==> src/rtl/tag_ram_cmp_rw_pkg.sv <==
// Shared types and elaboration helpers for the multi-way tag RAM.
package tag_ram_pkg;

    // Top-level sequencing: INIT runs the clear sweep, RUN serves requests.
    typedef enum logic {
        INIT = 1'b0,
        RUN  = 1'b1
    } state_t;

    // Ceiling log2, for deriving index and way-select widths at elaboration.
    function automatic int clog2(input int value);
        int r;
        r = 0;
        for (int i = 0; i < 31; i++) begin
            if ((1 << i) < value) r = i + 1;
        end
        return r;
    endfunction

    // Way-select width; a single-way build still carries a 1-bit selector.
    function automatic int way_width(input int ways);
        return (ways <= 1) ? 1 : clog2(ways);
    endfunction

endpackage

==> src/rtl/tag_ram_cmp_rw_if.sv <==
// Request/response bundle between the cache controller and the tag RAM.
interface tag_ram_cmp_rw_if #(
    parameter int AWIDTH = 3,
    parameter int DWIDTH = 7,
    parameter int WAYS   = 2
);
    import tag_ram_pkg::*;

    localparam int WWIDTH = way_width(WAYS);

    logic                     ready;
    logic                     rd_en;
    logic [AWIDTH-1:0]        rd_addr;
    logic [DWIDTH-1:0]        rd_tag;
    logic                     wr_en;
    logic                     wr_inv;
    logic [AWIDTH-1:0]        wr_addr;
    logic [WWIDTH-1:0]        wr_way;
    logic [DWIDTH-1:0]        din;
    logic                     rd_valid;
    logic                     rd_hit;
    logic [WWIDTH-1:0]        rd_way;
    logic                     rd_multi;
    logic [WAYS*DWIDTH-1:0]   dout;
    logic [WAYS-1:0]          dout_vld;

    // Cache controller side.
    modport master (
        input  ready, rd_valid, rd_hit, rd_way, rd_multi, dout, dout_vld,
        output rd_en, rd_addr, rd_tag, wr_en, wr_inv, wr_addr, wr_way, din
    );

    // Tag RAM side.
    modport slave (
        output ready, rd_valid, rd_hit, rd_way, rd_multi, dout, dout_vld,
        input  rd_en, rd_addr, rd_tag, wr_en, wr_inv, wr_addr, wr_way, din
    );

endinterface

==> src/rtl/tag_ram_cmp_rw_way.sv <==
// One way of the tag store: tag array, per-entry valid bits, registered read.
module tag_ram_way #(
    parameter int AWIDTH = 3,
    parameter int DWIDTH = 7
) (
    input  logic              clock,
    input  logic              clr_i,
    input  logic [AWIDTH-1:0] clr_addr_i,
    input  logic              we_i,
    input  logic              inv_i,
    input  logic [AWIDTH-1:0] waddr_i,
    input  logic [DWIDTH-1:0] din_i,
    input  logic              re_i,
    input  logic [AWIDTH-1:0] raddr_i,
    output logic [DWIDTH-1:0] rtag_o,
    output logic              rvld_o
);
    localparam int DEPTH = 1 << AWIDTH;

    logic [DWIDTH-1:0] tag_q [DEPTH];
    logic [DEPTH-1:0]  vld_q;
    logic [DWIDTH-1:0] rtag_q;
    logic              rvld_q;

    // Array update: the clear sweep wins; an invalidate leaves the tag intact.
    always_ff @(posedge clock) begin
        if (clr_i) begin
            tag_q[clr_addr_i] <= '0;
            vld_q[clr_addr_i] <= 1'b0;
        end else if (we_i) begin
            vld_q[waddr_i] <= !inv_i;
            if (!inv_i) tag_q[waddr_i] <= din_i;
        end
    end

    // Registered read returns the contents as they stood before this edge.
    always_ff @(posedge clock) begin
        if (re_i) begin
            rtag_q <= tag_q[raddr_i];
            rvld_q <= vld_q[raddr_i];
        end
    end

    assign rtag_o = rtag_q;
    assign rvld_o = rvld_q;

endmodule

==> src/rtl/tag_ram_cmp_rw.sv <==
// Multi-way tag RAM with in-pipeline compare, clear sweep after reset and
// optional write-first bypass on same-index read/write collisions.
module tag_ram_cmp_rw
    import tag_ram_pkg::*;
#(
    parameter int AWIDTH = 3,
    parameter int DWIDTH = 7,
    parameter int WAYS   = 2,
    parameter int BYPASS = 1
) (
    input logic             clock,
    input logic             reset,
    tag_ram_cmp_rw_if.slave bus
);
    localparam int                DEPTH    = 1 << AWIDTH;
    localparam int                WWIDTH   = way_width(WAYS);
    localparam logic [AWIDTH-1:0] LAST_IDX = AWIDTH'(DEPTH - 1);

    state_t            state_q, state_d;
    logic [AWIDTH-1:0] cnt_q, cnt_d;

    logic run, sweep, rd_acc, wr_acc, collide;

    logic [DWIDTH-1:0] way_tag [WAYS];
    logic [WAYS-1:0]   way_vld;

    logic              rd_pend_q;
    logic [DWIDTH-1:0] rd_tag_q;
    logic [WAYS-1:0]   byp_way_q;
    logic              byp_inv_q;
    logic [DWIDTH-1:0] byp_din_q;

    logic [DWIDTH-1:0]      mtag [WAYS];
    logic [WAYS-1:0]        mvld;
    logic [WAYS-1:0]        hit;
    logic [3:0]             hit_cnt;
    logic                   rd_hit_d, rd_multi_d;
    logic [WWIDTH-1:0]      rd_way_d;
    logic [WAYS*DWIDTH-1:0] dout_d;

    logic                   rd_valid_q, rd_hit_q, rd_multi_q;
    logic [WWIDTH-1:0]      rd_way_q;
    logic [WAYS*DWIDTH-1:0] dout_q;
    logic [WAYS-1:0]        dout_vld_q;

    assign run     = (state_q == RUN);
    assign sweep   = (state_q == INIT);
    assign rd_acc  = run && !reset && bus.rd_en;
    assign wr_acc  = run && !reset && bus.wr_en;
    assign collide = (BYPASS != 0) && rd_acc && wr_acc && (bus.rd_addr == bus.wr_addr);

    // State and sweep counter register.
    always_ff @(posedge clock) begin
        if (reset) begin
            state_q <= INIT;
            cnt_q   <= '0;
        end else begin
            state_q <= state_d;
            cnt_q   <= cnt_d;
        end
    end

    // Sweep every index once, then hand over to normal operation.
    always_comb begin
        state_d = state_q;
        cnt_d   = cnt_q;
        case (state_q)
            INIT: begin
                cnt_d = cnt_q + 1'b1;
                if (cnt_q == LAST_IDX) state_d = RUN;
            end
            RUN:     state_d = RUN;
            default: state_d = INIT;
        endcase
    end

    // ---- stage 0: request accepted, ways perform their registered read ----
    for (genvar w = 0; w < WAYS; w++) begin : g_way
        tag_ram_way #(
            .AWIDTH (AWIDTH),
            .DWIDTH (DWIDTH)
        ) u_way (
            .clock      (clock),
            .clr_i      (sweep),
            .clr_addr_i (cnt_q),
            .we_i       (wr_acc && (bus.wr_way == WWIDTH'(w))),
            .inv_i      (bus.wr_inv),
            .waddr_i    (bus.wr_addr),
            .din_i      (bus.din),
            .re_i       (rd_acc),
            .raddr_i    (bus.rd_addr),
            .rtag_o     (way_tag[w]),
            .rvld_o     (way_vld[w])
        );
    end

    // Pending-read flag; cleared by reset so an aborted read never pulses.
    always_ff @(posedge clock) begin
        if (reset) rd_pend_q <= 1'b0;
        else       rd_pend_q <= rd_acc;
    end

    // Capture the compare tag and any same-index write to fold into the result.
    always_ff @(posedge clock) begin
        if (rd_acc) begin
            rd_tag_q  <= bus.rd_tag;
            byp_inv_q <= bus.wr_inv;
            byp_din_q <= bus.din;
            for (int w = 0; w < WAYS; w++) begin
                byp_way_q[w] <= collide && (bus.wr_way == WWIDTH'(w));
            end
        end
    end

    // ---- stage 1: merge bypass, compare, priority-encode, count hits ----
    always_comb begin
        hit        = '0;
        hit_cnt    = '0;
        mvld       = '0;
        rd_way_d   = '0;
        dout_d     = '0;
        for (int w = 0; w < WAYS; w++) begin
            mtag[w] = way_tag[w];
            mvld[w] = way_vld[w];
            if (byp_way_q[w]) begin
                mvld[w] = !byp_inv_q;
                if (!byp_inv_q) mtag[w] = byp_din_q;
            end
            hit[w] = mvld[w] && (mtag[w] == rd_tag_q);
            hit_cnt = hit_cnt + 4'(hit[w]);
            dout_d[w*DWIDTH +: DWIDTH] = mtag[w];
        end
        for (int w = WAYS - 1; w >= 0; w--) begin
            if (hit[w]) rd_way_d = WWIDTH'(w);
        end
        rd_hit_d   = (hit_cnt != 4'd0);
        rd_multi_d = (hit_cnt > 4'd1);
    end

    // Result registers: data holds between reads, rd_valid pulses per read.
    always_ff @(posedge clock) begin
        if (reset) begin
            rd_valid_q <= 1'b0;
            rd_hit_q   <= 1'b0;
            rd_way_q   <= '0;
            rd_multi_q <= 1'b0;
            dout_q     <= '0;
            dout_vld_q <= '0;
        end else begin
            rd_valid_q <= rd_pend_q;
            if (rd_pend_q) begin
                rd_hit_q   <= rd_hit_d;
                rd_way_q   <= rd_way_d;
                rd_multi_q <= rd_multi_d;
                dout_q     <= dout_d;
                dout_vld_q <= mvld;
            end
        end
    end

    assign bus.ready    = run;
    assign bus.rd_valid = rd_valid_q;
    assign bus.rd_hit   = rd_hit_q;
    assign bus.rd_way   = rd_way_q;
    assign bus.rd_multi = rd_multi_q;
    assign bus.dout     = dout_q;
    assign bus.dout_vld = dout_vld_q;

endmodule

==> src/flat_wrapper.sv <==
// flat-port wrapper written by rule: the top's interface ports become plain ports
module tag_ram_cmp_rw_flat import tag_ram_pkg::*;
#(
    parameter int AWIDTH = 3,
    parameter int DWIDTH = 7,
    parameter int WAYS   = 2,
    parameter int BYPASS = 1
)
  (clock, reset, bus_ready, bus_rd_valid, bus_rd_hit, bus_rd_way, bus_rd_multi, bus_dout, bus_dout_vld, bus_rd_en, bus_rd_addr, bus_rd_tag, bus_wr_en, bus_wr_inv, bus_wr_addr, bus_wr_way, bus_din);
  tag_ram_cmp_rw_if #(.AWIDTH(AWIDTH), .DWIDTH(DWIDTH), .WAYS(WAYS)) bus_i ();
  input logic clock;
  input logic reset;
  output wire logic [$bits(bus_i.ready)-1:0] bus_ready;
  output wire logic [$bits(bus_i.rd_valid)-1:0] bus_rd_valid;
  output wire logic [$bits(bus_i.rd_hit)-1:0] bus_rd_hit;
  output wire logic [$bits(bus_i.rd_way)-1:0] bus_rd_way;
  output wire logic [$bits(bus_i.rd_multi)-1:0] bus_rd_multi;
  output wire logic [$bits(bus_i.dout)-1:0] bus_dout;
  output wire logic [$bits(bus_i.dout_vld)-1:0] bus_dout_vld;
  input wire logic [$bits(bus_i.rd_en)-1:0] bus_rd_en;
  input wire logic [$bits(bus_i.rd_addr)-1:0] bus_rd_addr;
  input wire logic [$bits(bus_i.rd_tag)-1:0] bus_rd_tag;
  input wire logic [$bits(bus_i.wr_en)-1:0] bus_wr_en;
  input wire logic [$bits(bus_i.wr_inv)-1:0] bus_wr_inv;
  input wire logic [$bits(bus_i.wr_addr)-1:0] bus_wr_addr;
  input wire logic [$bits(bus_i.wr_way)-1:0] bus_wr_way;
  input wire logic [$bits(bus_i.din)-1:0] bus_din;
  assign bus_ready = bus_i.ready;
  assign bus_rd_valid = bus_i.rd_valid;
  assign bus_rd_hit = bus_i.rd_hit;
  assign bus_rd_way = bus_i.rd_way;
  assign bus_rd_multi = bus_i.rd_multi;
  assign bus_dout = bus_i.dout;
  assign bus_dout_vld = bus_i.dout_vld;
  assign bus_i.rd_en = bus_rd_en;
  assign bus_i.rd_addr = bus_rd_addr;
  assign bus_i.rd_tag = bus_rd_tag;
  assign bus_i.wr_en = bus_wr_en;
  assign bus_i.wr_inv = bus_wr_inv;
  assign bus_i.wr_addr = bus_wr_addr;
  assign bus_i.wr_way = bus_wr_way;
  assign bus_i.din = bus_din;
  tag_ram_cmp_rw #(.AWIDTH(AWIDTH), .DWIDTH(DWIDTH), .WAYS(WAYS), .BYPASS(BYPASS)) u_core (.clock(clock), .reset(reset), .bus(bus_i));
endmodule
==> config.mk <==
export PLATFORM = sky130hd
export DESIGN_NAME = tag_ram_cmp_rw_flat
export DESIGN_NICKNAME = d
export VERILOG_FILES = /design/src/rtl/tag_ram_cmp_rw_pkg.sv /design/src/rtl/tag_ram_cmp_rw_if.sv /design/src/rtl/tag_ram_cmp_rw_way.sv /design/src/rtl/tag_ram_cmp_rw.sv /design/src/flat_wrapper.sv
export SDC_FILE = /design/constraint.sdc
export NUM_CORES = 1
export LEC_CHECK = 0
export ABC_AREA = 1
export CORE_ASPECT_RATIO = 0.6
export CORE_MARGIN = 4
export CORE_UTILIZATION = 54
export DETAILED_ROUTE_END_ITERATION = 16
export HOLD_SLACK_MARGIN = 0.15
export PLACE_DENSITY = 0.84
export SYNTH_ARGS = -nofsm -noshare
export SYNTH_HDL_FRONTEND = slang
export SYNTH_SLANG_ARGS = --single-unit
==> constraint.sdc <==
create_clock -name clock -period 1.85 [get_ports clock]
set_input_delay 0.37 -clock clock [delete_from_list [all_inputs] [get_ports clock]]
set_output_delay 0.37 -clock clock [all_outputs]
set_load 0.02 [all_outputs]
==> metrics.txt <==
Worst slew margin=47.84%; Worst Path Max Fanout=33; die height=103.3 um; internal power=0.007073 W; Syn-to-layout area delta=21.90%; Final Util=68.07%; largest cells by area after synthesis=edfxtp_1 (59%), nor2_1 (6.8%), dfxtp_1 (6.1%); setup TNS=0 ps; Worst-Skew Late Latency=430 ps; Sw Share=24.42%; CTS buffer count=17; total wire length=21280 um; Routed Antenna Nets=0; first drt pass iteration count=5; largest net degree at the start of global routing=63; drt wl/cell=19.31 um; Synth Net Count=829; Max VDD drop=0.0006301 V; Non-Filler Instances=1102; FMAX=0.5421 GHz; IO buf count=46; via/cell ratio=5.894; All-Layer GR Usage=24.54%; Final Skew=16.73 ps; leakage power=3.731 nW; register area share after synthesis=65.29%; DR vias=6495; clock root buffer=clkbuf_16; Avg Cell Area, Syn=10.20 sq um; CP max stage cell=dfxtp_1; cell taking the most area after synthesis=edfxtp_1; deepest clock path buffer count=2; final count of pins violating max slew=0; Sw Pwr=0.002286 W; Design Power=0.009359 W; hold crit path type=flop to flop; vias in the first global route=5888; CTS Sinks=186; cell area after synthesis=0.008172 sq mm; FF+latch count, synth=186; GRT overflow=0; DRC=0; CP Cell Sequence=buf_6, dlygate4sd2_1; Starting DRT DRC Count=970; Distinct cells, synth=31; most frequent cells in the layout=edfxtp_1 (161), nor2_1 (139), nand2_1 (100); CTS tree=done; num ports=47; run status=completed; nets=919; Max Cap Viol=0; most common cell after layout, fill and taps aside=edfxtp_1; Fillers=1044; post-layout min period=1845 ps; worst path bufs/invs=2; Initial Util=55.84%; Comb pwr share=9.6%; Flop pwr share=52.9%; CP arrival=1470 ps; Slew @ Worst Pin=779.6 ps; clock-pin slew of the registers on the worst-case setup and hold paths=80 ps; yosys warns=0; RSZ-0062 raised after global routing=yes; crit end category=output pin; antenna cells=0; Core ar.=0.01463 sq mm; Pwr Density=939.6 mW/mm^2; Final Hold Viols=0; Worst Setup Slack, final=5.421 ps; post-synth top area share=59.16%; Tcrit/Tclk final=99.71%; first-pass GRT wire length=31990 um; die width=166.8 um; row count=34; Critical Path Start Type=flop; layout cell share with drive strength beyond 1=14.38%; pre-CTS setup slack=-534.5 ps; cell count after synthesis=801; WS Path Type=flop to output pin; Crit path required time=1480 ps; RD Place Congestion=0.9310; DIE AREA=0.01723 sq mm; cts-stage hold buffer count=0; placed cells=1069; initial antenna violation count=0; DP HPWL=14550 um; Clock power frac=37.5%; H-tree depth=4; crit-path max cell delay=400 ps; CP top delay family=buffers and inverters; setup violators final=0
[final timing paths]
kind / start / end / slack (ps) / cells after the start
worst max register to register: u_core.bus.ready$_SDFF_PP0_ / u_core.g_way[1].u_way.vld_q[4]$_DFFE_PP_ / 40 / 4
worst min-delay path: u_core.bus.rd_way$_SDFFE_PP0P_ / u_core.bus.rd_way$_SDFFE_PP0P_ / 450 / 2
worst min register to register: u_core.bus.rd_way$_SDFFE_PP0P_ / u_core.bus.rd_way$_SDFFE_PP0P_ / 450 / 2
worst max-delay path: u_core.bus.ready$_SDFF_PP0_ / bus_ready / 5 / 2
[cells in the mapped netlist]
cell type    n
a22o_1       2
dfxtp_1     25
a32o_1      12
buf_6        3
buf_4        3
nor3_1      16
nand4_1      1
nand2_2      4
a21oi_1     24
o211ai_1     2
o21ai_2      2
ha_1         2
inv_1       71
nor2_1     149
inv_2        1
buf_2        9
nand3_2      1
xnor2_1      2
and2_1       1
nor2_2       3
and3_1       2
edfxtp_1   161
a31oi_1     16
o21ai_1      4
nand3_1     52
o21ai_0     81
clkinv_1     2
nand2_1    104
o31ai_1      6
o22ai_1     14
clkbuf_1    26
[kinds of logic after synthesis]
kind of cell             count (synthesis)  share of synthesized area (%)
AND/OR/NAND/NOR                        333                          16.75
buffers and inverters                  115                          5.834
flip-flops                             186                          65.29
XOR/XNOR                                 2                         0.2144
adder cells (fa/ha/maj)                  2                         0.3062
AO/OA/AOI/OAI                          163                          11.61
[state kept, by name (all words and copies together) (netlist names), 2 cells and up]
name,count
u_core.byp_way_q,2
u_core.byp_din_q,7
u_core.g_way.u_way.rvld_o,2
u_core.g_way.u_way.vld_q,16
u_core.bus.dout,14
u_core.g_way.u_way.tag_q,112
u_core.bus.dout_vld,2
u_core.g_way.u_way.rtag_o,14
u_core.rd_tag_q,7
u_core.cnt_q,3
[metal layers]
metal,global-route usage [%],wire [um],vias to the layer above
met5,0,0,-
met4,6.725,417,0
met3,8.090,2769,46
met2,36.60,9082,431
met1,35.14,9007,3055
li1,-,-,2963
[area by class of cell]
type / instances / area [sq um] / share of cell area [%]
sequential: 186 / 5335 / 53.56
multi-input combinational: 500 / 2466 / 24.76
timing repair buffer: 112 / 1066 / 10.70
clock buffer: 17 / 425.4 / 4.271
inverter: 74 / 280.3 / 2.814
tap: 198 / 247.7 / 2.487
clock inverter: 15 / 140.1 / 1.407
[power by group through the flow]
stage                     sequential (W)  combinational [W]  clock, W
after CTS                        0.00495           0.000857   0.00351
final                            0.00495           0.000903   0.00351
after floorplan                  0.00501           0.000490         0
after global placement           0.00502           0.000815         0
after detailed placement         0.00504           0.000841         0
after global routing             0.00497           0.000981   0.00371
[metrics by stage]
stage / instance area [sq um] / hold WS [ps]
2_1_floorplan: 8193 / 442.4
3_3_place_gp: 9273 / 438.5
3_5_place_dp: 9273 / 439.0
4_1_cts: 9862 / 452.2
5_1_grt: 9961 / 479.8
6_report: 9961 / 449.7
[timing repair]
action,in CTS,in global routing
setup endpoints to repair,100,139
resized for setup,8,25
buffers inserted,0,1
pin swaps,1,2
[worst reg2reg max path, cell delays in order, from the launching register on]
cell and delay, ps:
dfxtp_1 400, buf_6 270, inv_1 140, nor2_1 590, a21oi_1 130
Note: power is estimated with default switching activity, not from simulation.
